File: config.mk
export PLATFORM = sky130hd
export DESIGN_NAME = mem_port_arbiter_flat
export DESIGN_NICKNAME = d
export VERILOG_FILES = /design/src/rtl/mem_port_arbiter_if.sv /design/src/rtl/mem_port_arbiter.sv /design/src/flat_wrapper.sv
export SDC_FILE = /design/constraint.sdc
export NUM_CORES = 1
export LEC_CHECK = 0
export CORE_MARGIN = 5
export CORE_UTILIZATION = 28
export CTS_CLUSTER_DIAMETER = 50
export DETAILED_ROUTE_END_ITERATION = 8
export PLACE_DENSITY = 0.95
export SETUP_SLACK_MARGIN = 0.2
export SLEW_MARGIN = 25
export SYNTH_ARGS = -nofsm -noshare
export SYNTH_HDL_FRONTEND = slang
export SYNTH_SLANG_ARGS = --single-unit
File: constraint.sdc
create_clock -name clk -period 3.8 [get_ports clk]
set_input_delay 0.76 -clock clk [delete_from_list [all_inputs] [get_ports clk]]
set_output_delay 0.76 -clock clk [all_outputs]
set_load 0.005 [all_outputs]
File: src/rtl/mem_port_arbiter_if.sv
// mem_port_arbiter_if: requester (fetch/data/vector) handshake and memory macro bus; slave = arbiter side, master = requesters plus memory
interface mem_port_arbiter_if #(
  parameter int AW = 8,
  parameter int DW = 8
);
  logic          f_req;
  logic          f_lock;
  logic [AW-1:0] f_addr;
  logic          f_gnt;
  logic          f_rvalid;
  logic          d_req;
  logic          d_we;
  logic [AW-1:0] d_addr;
  logic [DW-1:0] d_wdata;
  logic          d_gnt;
  logic          d_rvalid;
  logic          v_req;
  logic          v_sel;
  logic          v_gnt;
  logic          v_rvalid;
  logic [DW-1:0] rdata;
  logic          mem_en;
  logic          mem_we;
  logic [AW-1:0] mem_addr;
  logic [DW-1:0] mem_wdata;
  logic [DW-1:0] mem_rdata;
  logic          stall_fetch;
  logic          busy;
  modport slave (
    input  f_req, f_lock, f_addr, d_req, d_we, d_addr, d_wdata, v_req, v_sel, mem_rdata,
    output f_gnt, f_rvalid, d_gnt, d_rvalid, v_gnt, v_rvalid, rdata,
           mem_en, mem_we, mem_addr, mem_wdata, stall_fetch, busy
  );
  modport master (
    output f_req, f_lock, f_addr, d_req, d_we, d_addr, d_wdata, v_req, v_sel, mem_rdata,
    input  f_gnt, f_rvalid, d_gnt, d_rvalid, v_gnt, v_rvalid, rdata,
           mem_en, mem_we, mem_addr, mem_wdata, stall_fetch, busy
  );
endinterface

File: src/rtl/mem_port_arbiter.sv
// mem_port_arbiter: single-port memory arbiter (vector > data > fetch, fetch lock slot, anti-starvation, read return routing); ports clk, rst, bus (slave)
module mem_port_arbiter #(
  parameter int AW     = 8,
  parameter int DW     = 8,
  parameter int STARVE = 4
) (
  input logic            clk,
  input logic            rst,
  mem_port_arbiter_if.slave bus
);
  typedef enum logic {IDLE, LOCK} state_t;
  typedef enum logic [1:0] {O_NONE, O_F, O_D, O_V} owner_t;
  state_t     state, state_nx;
  owner_t     owner, owner_nx;
  logic [3:0] fwait, fwait_nx;
  logic       lock_slot, promo, f_gnt, d_gnt, v_gnt;
  always_ff @(posedge clk) begin
    if (rst) begin
      state <= IDLE;
      owner <= O_NONE;
      fwait <= '0;
    end else begin
      state <= state_nx;
      owner <= owner_nx;
      fwait <= fwait_nx;
    end
  end
  always_comb begin
    lock_slot = state == LOCK && bus.f_req;
    promo     = fwait >= 4'(STARVE);
    v_gnt     = !rst && !lock_slot && bus.v_req;
    f_gnt     = !rst && (lock_slot || (!bus.v_req && bus.f_req && (promo || !bus.d_req)));
    d_gnt     = !rst && !lock_slot && !bus.v_req && bus.d_req && !(promo && bus.f_req);
    state_nx  = (state == IDLE && f_gnt && bus.f_lock) ? LOCK : IDLE;
    owner_nx  = v_gnt ? O_V : (d_gnt && !bus.d_we) ? O_D : f_gnt ? O_F : O_NONE;
    fwait_nx  = (f_gnt || !bus.f_req) ? 4'd0 : (fwait == 4'hf) ? fwait : fwait + 4'd1;
  end
  assign bus.f_gnt       = f_gnt;
  assign bus.d_gnt       = d_gnt;
  assign bus.v_gnt       = v_gnt;
  assign bus.mem_en      = f_gnt || d_gnt || v_gnt;
  assign bus.mem_we      = d_gnt && bus.d_we;
  assign bus.mem_addr    = f_gnt ? bus.f_addr : d_gnt ? bus.d_addr : v_gnt ? {{(AW-1){1'b0}}, bus.v_sel} : '0;
  assign bus.mem_wdata   = d_gnt ? bus.d_wdata : {DW{1'b0}};
  assign bus.f_rvalid    = !rst && owner == O_F;
  assign bus.d_rvalid    = !rst && owner == O_D;
  assign bus.v_rvalid    = !rst && owner == O_V;
  assign bus.rdata       = rst ? {DW{1'b0}} : bus.mem_rdata;
  assign bus.stall_fetch = !rst && bus.f_req && !f_gnt;
  assign bus.busy        = !rst && (state == LOCK || owner != O_NONE);
endmodule

File: src/flat_wrapper.sv
// flat-port wrapper written by rule: the top's interface ports become plain ports
module mem_port_arbiter_flat 
#(
  parameter int AW     = 8,
  parameter int DW     = 8,
  parameter int STARVE = 4
)
  (clk, rst, bus_f_req, bus_f_lock, bus_f_addr, bus_d_req, bus_d_we, bus_d_addr, bus_d_wdata, bus_v_req, bus_v_sel, bus_mem_rdata, bus_f_gnt, bus_f_rvalid, bus_d_gnt, bus_d_rvalid, bus_v_gnt, bus_v_rvalid, bus_rdata, bus_mem_en, bus_mem_we, bus_mem_addr, bus_mem_wdata, bus_stall_fetch, bus_busy);
  mem_port_arbiter_if #(.AW(AW), .DW(DW)) bus_i ();
  input logic clk;
  input logic rst;
  input wire logic [$bits(bus_i.f_req)-1:0] bus_f_req;
  input wire logic [$bits(bus_i.f_lock)-1:0] bus_f_lock;
  input wire logic [$bits(bus_i.f_addr)-1:0] bus_f_addr;
  input wire logic [$bits(bus_i.d_req)-1:0] bus_d_req;
  input wire logic [$bits(bus_i.d_we)-1:0] bus_d_we;
  input wire logic [$bits(bus_i.d_addr)-1:0] bus_d_addr;
  input wire logic [$bits(bus_i.d_wdata)-1:0] bus_d_wdata;
  input wire logic [$bits(bus_i.v_req)-1:0] bus_v_req;
  input wire logic [$bits(bus_i.v_sel)-1:0] bus_v_sel;
  input wire logic [$bits(bus_i.mem_rdata)-1:0] bus_mem_rdata;
  output wire logic [$bits(bus_i.f_gnt)-1:0] bus_f_gnt;
  output wire logic [$bits(bus_i.f_rvalid)-1:0] bus_f_rvalid;
  output wire logic [$bits(bus_i.d_gnt)-1:0] bus_d_gnt;
  output wire logic [$bits(bus_i.d_rvalid)-1:0] bus_d_rvalid;
  output wire logic [$bits(bus_i.v_gnt)-1:0] bus_v_gnt;
  output wire logic [$bits(bus_i.v_rvalid)-1:0] bus_v_rvalid;
  output wire logic [$bits(bus_i.rdata)-1:0] bus_rdata;
  output wire logic [$bits(bus_i.mem_en)-1:0] bus_mem_en;
  output wire logic [$bits(bus_i.mem_we)-1:0] bus_mem_we;
  output wire logic [$bits(bus_i.mem_addr)-1:0] bus_mem_addr;
  output wire logic [$bits(bus_i.mem_wdata)-1:0] bus_mem_wdata;
  output wire logic [$bits(bus_i.stall_fetch)-1:0] bus_stall_fetch;
  output wire logic [$bits(bus_i.busy)-1:0] bus_busy;
  assign bus_i.f_req = bus_f_req;
  assign bus_i.f_lock = bus_f_lock;
  assign bus_i.f_addr = bus_f_addr;
  assign bus_i.d_req = bus_d_req;
  assign bus_i.d_we = bus_d_we;
  assign bus_i.d_addr = bus_d_addr;
  assign bus_i.d_wdata = bus_d_wdata;
  assign bus_i.v_req = bus_v_req;
  assign bus_i.v_sel = bus_v_sel;
  assign bus_i.mem_rdata = bus_mem_rdata;
  assign bus_f_gnt = bus_i.f_gnt;
  assign bus_f_rvalid = bus_i.f_rvalid;
  assign bus_d_gnt = bus_i.d_gnt;
  assign bus_d_rvalid = bus_i.d_rvalid;
  assign bus_v_gnt = bus_i.v_gnt;
  assign bus_v_rvalid = bus_i.v_rvalid;
  assign bus_rdata = bus_i.rdata;
  assign bus_mem_en = bus_i.mem_en;
  assign bus_mem_we = bus_i.mem_we;
  assign bus_mem_addr = bus_i.mem_addr;
  assign bus_mem_wdata = bus_i.mem_wdata;
  assign bus_stall_fetch = bus_i.stall_fetch;
  assign bus_busy = bus_i.busy;
  mem_port_arbiter #(.AW(AW), .DW(DW), .STARVE(STARVE)) u_core (.clk(clk), .rst(rst), .bus(bus_i));
endmodule
==> flow_metrics.tcl, run 1 <==
set metrics [dict create \
    status "completed" \
    ant_nets 0 \
    stdcell_count 174 \
    crit_type "in2out" \
    internal_power_uw 191 \
    drv_slew 0 \
    ctsResizeCount 0 \
    drt-pass1-iter-count 4 \
    ys_ff_latch 7 \
    overflow 0 \
    grt_max_degree 21 \
    netSwitchingFraction 0.232 \
    syn_avg_cell_area_sq_um 8.29 \
    end_kind "output port" \
    p_leak_nw 0.542 \
    place.detailed.hpwl_mm 2.24 \
    clock_tree.root_cell "clkbuf_4" \
    synth_top_area_cell "dfxtp_1" \
    pwr-share-clk 0.270 \
    skew_ps 0.396 \
    start_kind "input port" \
    final-hold-violation-count 0 \
    cp_cell_sequence "clkdlybuf4s50_1 -> nand2b_1 -> nor3_2 -> buf_4 -> or3_1 -> clkdlybuf4s50_1" \
    layout.nets 189 \
    cts_tree "yes" \
    worst_slew_pin_slew_ps 363 \
    rows 16 \
    grt_pass1_wl_mm 3.84 \
    drive_gt1_frac 0.0544 \
    viasPerCell 4.67 \
    grt.total_usage 0.153 \
    final_core_util 0.687 \
    crit_top_cell "clkdlybuf4s50_1" \
    cts_hold_buf 0 \
    routed_wl_mm 2.52 \
    finalSetupViolCount 0 \
    place_congestion 0.871 \
    slowest_delay_ps 610 \
    post_cts_buffers 0 \
    vias 813 \
    post-place-cells 170 \
    crit_fanout 12 \
    yosys.cell_types.count 32 \
    layout_commonest_cell "clkdlybuf4s50_1" \
    fill_cells 148 \
    worstHoldPathType "reg2reg" \
    antenna_found_initial 0 \
    yosys_warnings 0 \
    syn_nets 113 \
    critPathRequiredTime_ps 3040 \
    die_w_um 56.2 \
    synth_ff_type "dfxtp_1" \
    clkLatencyLatePin_ps 250 \
    layout_common_cells "73 x clkdlybuf4s50_1, 9 x nor2b_1, 9 x and2_1" \
    p_per_area_mw_per_mm2 181 \
    p_switching_uw 57.9 \
    dieArea_sq_mm 0.00316 \
    drt_iter0_markers 15 \
    h-tree-depth 1 \
    synth_top_area_frac 0.235 \
    cts_buffers 3 \
    setup_tns_ps 0 \
    p_comb_frac 0.414 \
    slew_headroom 0.752 \
    drcViolationCount 0 \
    syn_inst 72 \
    post-route-period-util 0.905 \
    clockBufferDepth 2 \
    syn2layout_area_growth_pct 130 \
    clkSinkCount 7 \
    avgRoutedWirePerCell_um 14.5 \
    core-area_sq_mm 0.00200 \
    path_clk_slew_ps 50 \
    port_buffers 73 \
    start_util 0.298 \
    maxCapViolations 0 \
    vdd.ir_drop.worst_mv 0.162 \
    antenna_cells 0 \
    grt_setup_unrepaired "no" \
    slowest_stage "clkdlybuf4s50_1" \
    syn_area_sq_um 597 \
    pin_count 74 \
    grt_pass1_vias 743 \
    async_flop_share 0 \
    fmax_mhz 291 \
    synth_edf_count 0 \
    die_h_um 56.2 \
    ys_seq_area_frac 0.235 \
    p_seq_frac 0.316 \
    arrival_ps 2680 \
    post-route-min-period_ps 3440 \
    synth_area_leaders "dfxtp_1 23%, a22o_1 10%, and2_1 9.4%" \
]
[worst paths after layout]
| kind | from | to | slack (ps) | cells past startpoint |
|---|---|---|---|---|
| max | rst | bus_mem_en | 360 | 6 |
| min reg2reg | u_core.fwait[1] | u_core.fwait[1] | 550 | 2 |
| min | u_core.fwait[1] | u_core.fwait[1] | 550 | 2 |
| max reg2reg | u_core.fwait[2] | u_core.owner[0] | 2550 | 4 |
[critical path: cells and delay by family]
| kind | cells | cell delay (ps) |
|---|---|---|
| buffers and inverters | 3 | 1230 |
| and+or+nand+nor | 3 | 680 |
[Yosys cell counts, types with 2 or more instances]
master	count
and3b_1	3
nor2_1	4
dfxtp_1	7
a22o_1	7
inv_1	2
nand3_1	2
nor3b_1	3
nor3_1	4
and2_1	9
nor2b_1	9
[sequential cells by signal (all words and copies together) (netlist names)]
register,flops
u_core.state,1
u_core.fwait,4
u_core.owner,2
[stage by stage]
| step | setup slack [ps] | total power [mW] | hold WS, ps | area (sq um) |
|---|---|---|---|---|
| 2_1_floorplan | 1540 | 0.108 | 511 | 597 |
| 3_3_place_gp | 395 | 0.183 | 527 | 1350 |
| 3_5_place_dp | 368 | 0.185 | 542 | 1350 |
| 4_1_cts | 365 | 0.253 | 560 | 1380 |
| 5_1_grt | 223 | 0.265 | 592 | 1380 |
| 6_report | 361 | 0.249 | 552 | 1380 |
[logic make-up (layout without fill, tap and decap cells)]
logic type	Yosys count	in the layout	synth area share
muxes	1	1	0.0168
buffers and inverters	6	81	0.0587
adders and majority gates	1	1	0.0210
xor gates and xnor gates	1	1	0.0147
and+or+nand+nor	44	44	0.482
DFF	7	7	0.235
AOI/OAI and AO/OA	12	12	0.172
[area by class of cell]
class	count	area, sq um	area share
timing repair buffer	75	746	0.542
multi-input combinational	59	422	0.307
sequential	7	140	0.102
tap	27	33.8	0.0246
clock buffer	4	26.3	0.0191
inverter	2	7.51	0.00546
[power by group through the flow]
stage	clock network, mW	registers, mW	logic (mW)
2_1_floorplan	0	0.0796	0.0288
3_3_place_gp	0	0.0799	0.103
3_5_place_dp	0	0.0803	0.104
4_1_cts	0.0698	0.0787	0.105
5_1_grt	0.0751	0.0791	0.111
6_report	0.0673	0.0787	0.103
[per-layer routing]
metal	wire length, um	part of all wire	GRT usage
met5	0	0	0
met4	25	0.0099	0.0373
met3	291	0.12	0.0650
met2	1200	0.48	0.274
met1	1000	0.40	0.165
(Power assumes the default switching activity.)
==> run 2, diff against run 1 <==
--- a/config.mk
+++ b/config.mk
@@ -6,10 +6,10 @@
 export NUM_CORES = 1
 export LEC_CHECK = 0
 export CORE_MARGIN = 5
-export CORE_UTILIZATION = 28
+export CORE_UTILIZATION = 26
 export CTS_CLUSTER_DIAMETER = 50
 export DETAILED_ROUTE_END_ITERATION = 8
-export PLACE_DENSITY = 0.95
+export PLACE_DENSITY = 0.9
 export SETUP_SLACK_MARGIN = 0.2
 export SLEW_MARGIN = 25
 export SYNTH_ARGS = -nofsm -noshare
==> constraint.sdc (replaced) <==
create_clock -name clk -period 3.25 [get_ports clk]
set_input_delay 0.65 -clock clk [delete_from_list [all_inputs] [get_ports clk]]
set_output_delay 0.65 -clock clk [all_outputs]
set_load 0.005 [all_outputs]
==> run 2 against run 1 <==
Critical path type unchanged. Largest power group unchanged. Sequential cell count is the same. Critical endpoint unchanged. Global-route usage is essentially flat. Sequential share of layout area shrank 0.39 points. Via count grew 1.1%.
==> flow_metrics.tcl, run 2 (synthesized netlist as in run 1, its figures left out) <==
set metrics [dict create \
    setup_ws_ps 278 \
    pre_cts_ws_ps 121 \
    worst_slew_pin_slew_ps 358 \
    fin_area_sq_mm 0.00143 \
    clock_tree.root_cell "clkbuf_4" \
    grt_setup_unrepaired "no" \
    setup_tns_ps 0 \
    vias 822 \
    drt_iter0_markers 22 \
    vdd.ir_drop.worst_mv 0.264 \
    h-tree-depth 1 \
    rows 17 \
    crit_fanout 5 \
    grt_max_degree 21 \
    drive_gt1_frac 0.0805 \
    arrival_ps 2320 \
    layout_common_cells "69 x clkdlybuf4s50_1, 9 x and2_1, 8 x nor2b_1" \
    regToRegSetupSlack_ps 2040 \
    finalSetupViolCount 0 \
    slew_headroom 0.755 \
    cts_hold_buf 0 \
    whs_ps 555 \
    drcViolationCount 0 \
    critPathRequiredTime_ps 2600 \
    dieArea_sq_mm 0.00335 \
    ant_nets 0 \
    post-place-cells 172 \
    die_h_um 57.9 \
    total_power_uw 294 \
    stdcell_count 177 \
    post-route-period-util 0.914 \
    core-area_sq_mm 0.00221 \
    clkSinkCount 7 \
    p_comb_frac 0.432 \
    largest_reg_flops 4 \
    viasPerCell 4.64 \
    drv_slew 0 \
    path_clk_slew_ps 50 \
    p_leak_nw 0.611 \
    pwr-share-clk 0.254 \
    internal_power_uw 226 \
    grt_pass1_vias 752 \
    post-route-min-period_ps 2970 \
    antenna_cells 0 \
    layout_commonest_cell "clkdlybuf4s50_1" \
    drt-pass1-iter-count 4 \
    fill_cells 184 \
    placed_area_sq_mm 0.00136 \
    final-hold-violation-count 0 \
    maxCapViolations 0 \
    cts_tree "yes" \
    port_buffers 73 \
    final_core_util 0.646 \
    netSwitchingFraction 0.229 \
    status "completed" \
    p_per_area_mw_per_mm2 205 \
    clkLatencyLatePin_ps 240 \
    avgRoutedWirePerCell_um 15.2 \
    seq_area_sq_um 140 \
    grt.total_usage 0.154 \
    top_register "u_core.fwait" \
    antenna_found_initial 0 \
    crit_type "in2out" \
    clockBufferDepth 2 \
    grt_pass1_wl_mm 4.02 \
    p_seq_frac 0.314 \
    syn2layout_area_growth_pct 140 \
    end_kind "output port" \
    skew_ps 0.523 \
    pin_count 74 \
    p_switching_uw 67.3 \
    start_util 0.270 \
    reg_top3 "u_core.fwait: 4 flops, u_core.owner: 2 flops, u_core.state: 1 flops" \
    routed_wl_mm 2.69 \
    start_kind "input port" \
    overflow 0 \
    cts_buffers 3 \
    die_w_um 57.9 \
    fmax_mhz 336 \
    place.detailed.hpwl_mm 2.30 \
    worstHoldPathType "reg2reg" \
    multiInputGateArea_sq_um 447 \
    place_congestion 0.789 \
    layout.nets 191 \
]
[run 2: cell count changes in the layout (fill, tap and decap cells not counted), sizes merged]
cell / change
clkdlybuf4s50: -4
dlymetal6s2s: +4
buf: +2
[run 2: cell type report]
type	count	share of cell area
multi-input combinational	59	0.312
timing repair buffer	77	0.542
sequential	7	0.0980
clock buffer	4	0.0184
inverter	2	0.00525
tap	28	0.0245
[run 2: worst paths after layout]
| path | to | cells past startpoint | from |
|---|---|---|---|
| worst max-delay path | bus_mem_en | 5 | bus_d_req |
| worst min-delay path | u_core.fwait[3] | 2 | u_core.fwait[1] |
| worst max register to register | u_core.owner[1] | 3 | u_core.fwait[2] |
| worst min register to register | u_core.fwait[3] | 2 | u_core.fwait[1] |
[run 2: repair_timing]
item | CTS | global route
gates resized for setup | 2 | 7
setup buffers | 0 | 1
endpoints found under the hold margin | 0 | 0
endpoints found under the setup margin | 7 | 9
pin swaps | 0 | 1
[run 2: worst max-delay path, cell delays in order]
cell and delay, ps:
clkdlybuf4s50_1 500, nor4b_4 270, nor3_4 90, or3_1 340, clkdlybuf4s50_1 460
[run 2: per-layer routing]
metal,routed length (um),part of all wire,global-route usage,vias to the layer above
met3,333,0.12,0.0624,0
met4,0,0,0.00993,0
met5,0,0,0,-
met2,1260,0.47,0.253,47
li1,-,-,-,416
met1,1100,0.41,0.197,359
[run 2: power by group through the flow]
stage          Sequential [mW]  Combinational (mW)  Clock (mW)
2_1_floorplan           0.0931              0.0336           0
3_3_place_gp            0.0935               0.122           0
3_5_place_dp            0.0937               0.124           0
4_1_cts                 0.0920               0.126      0.0795
5_1_grt                 0.0926               0.136      0.0888
6_report                0.0922               0.127      0.0746
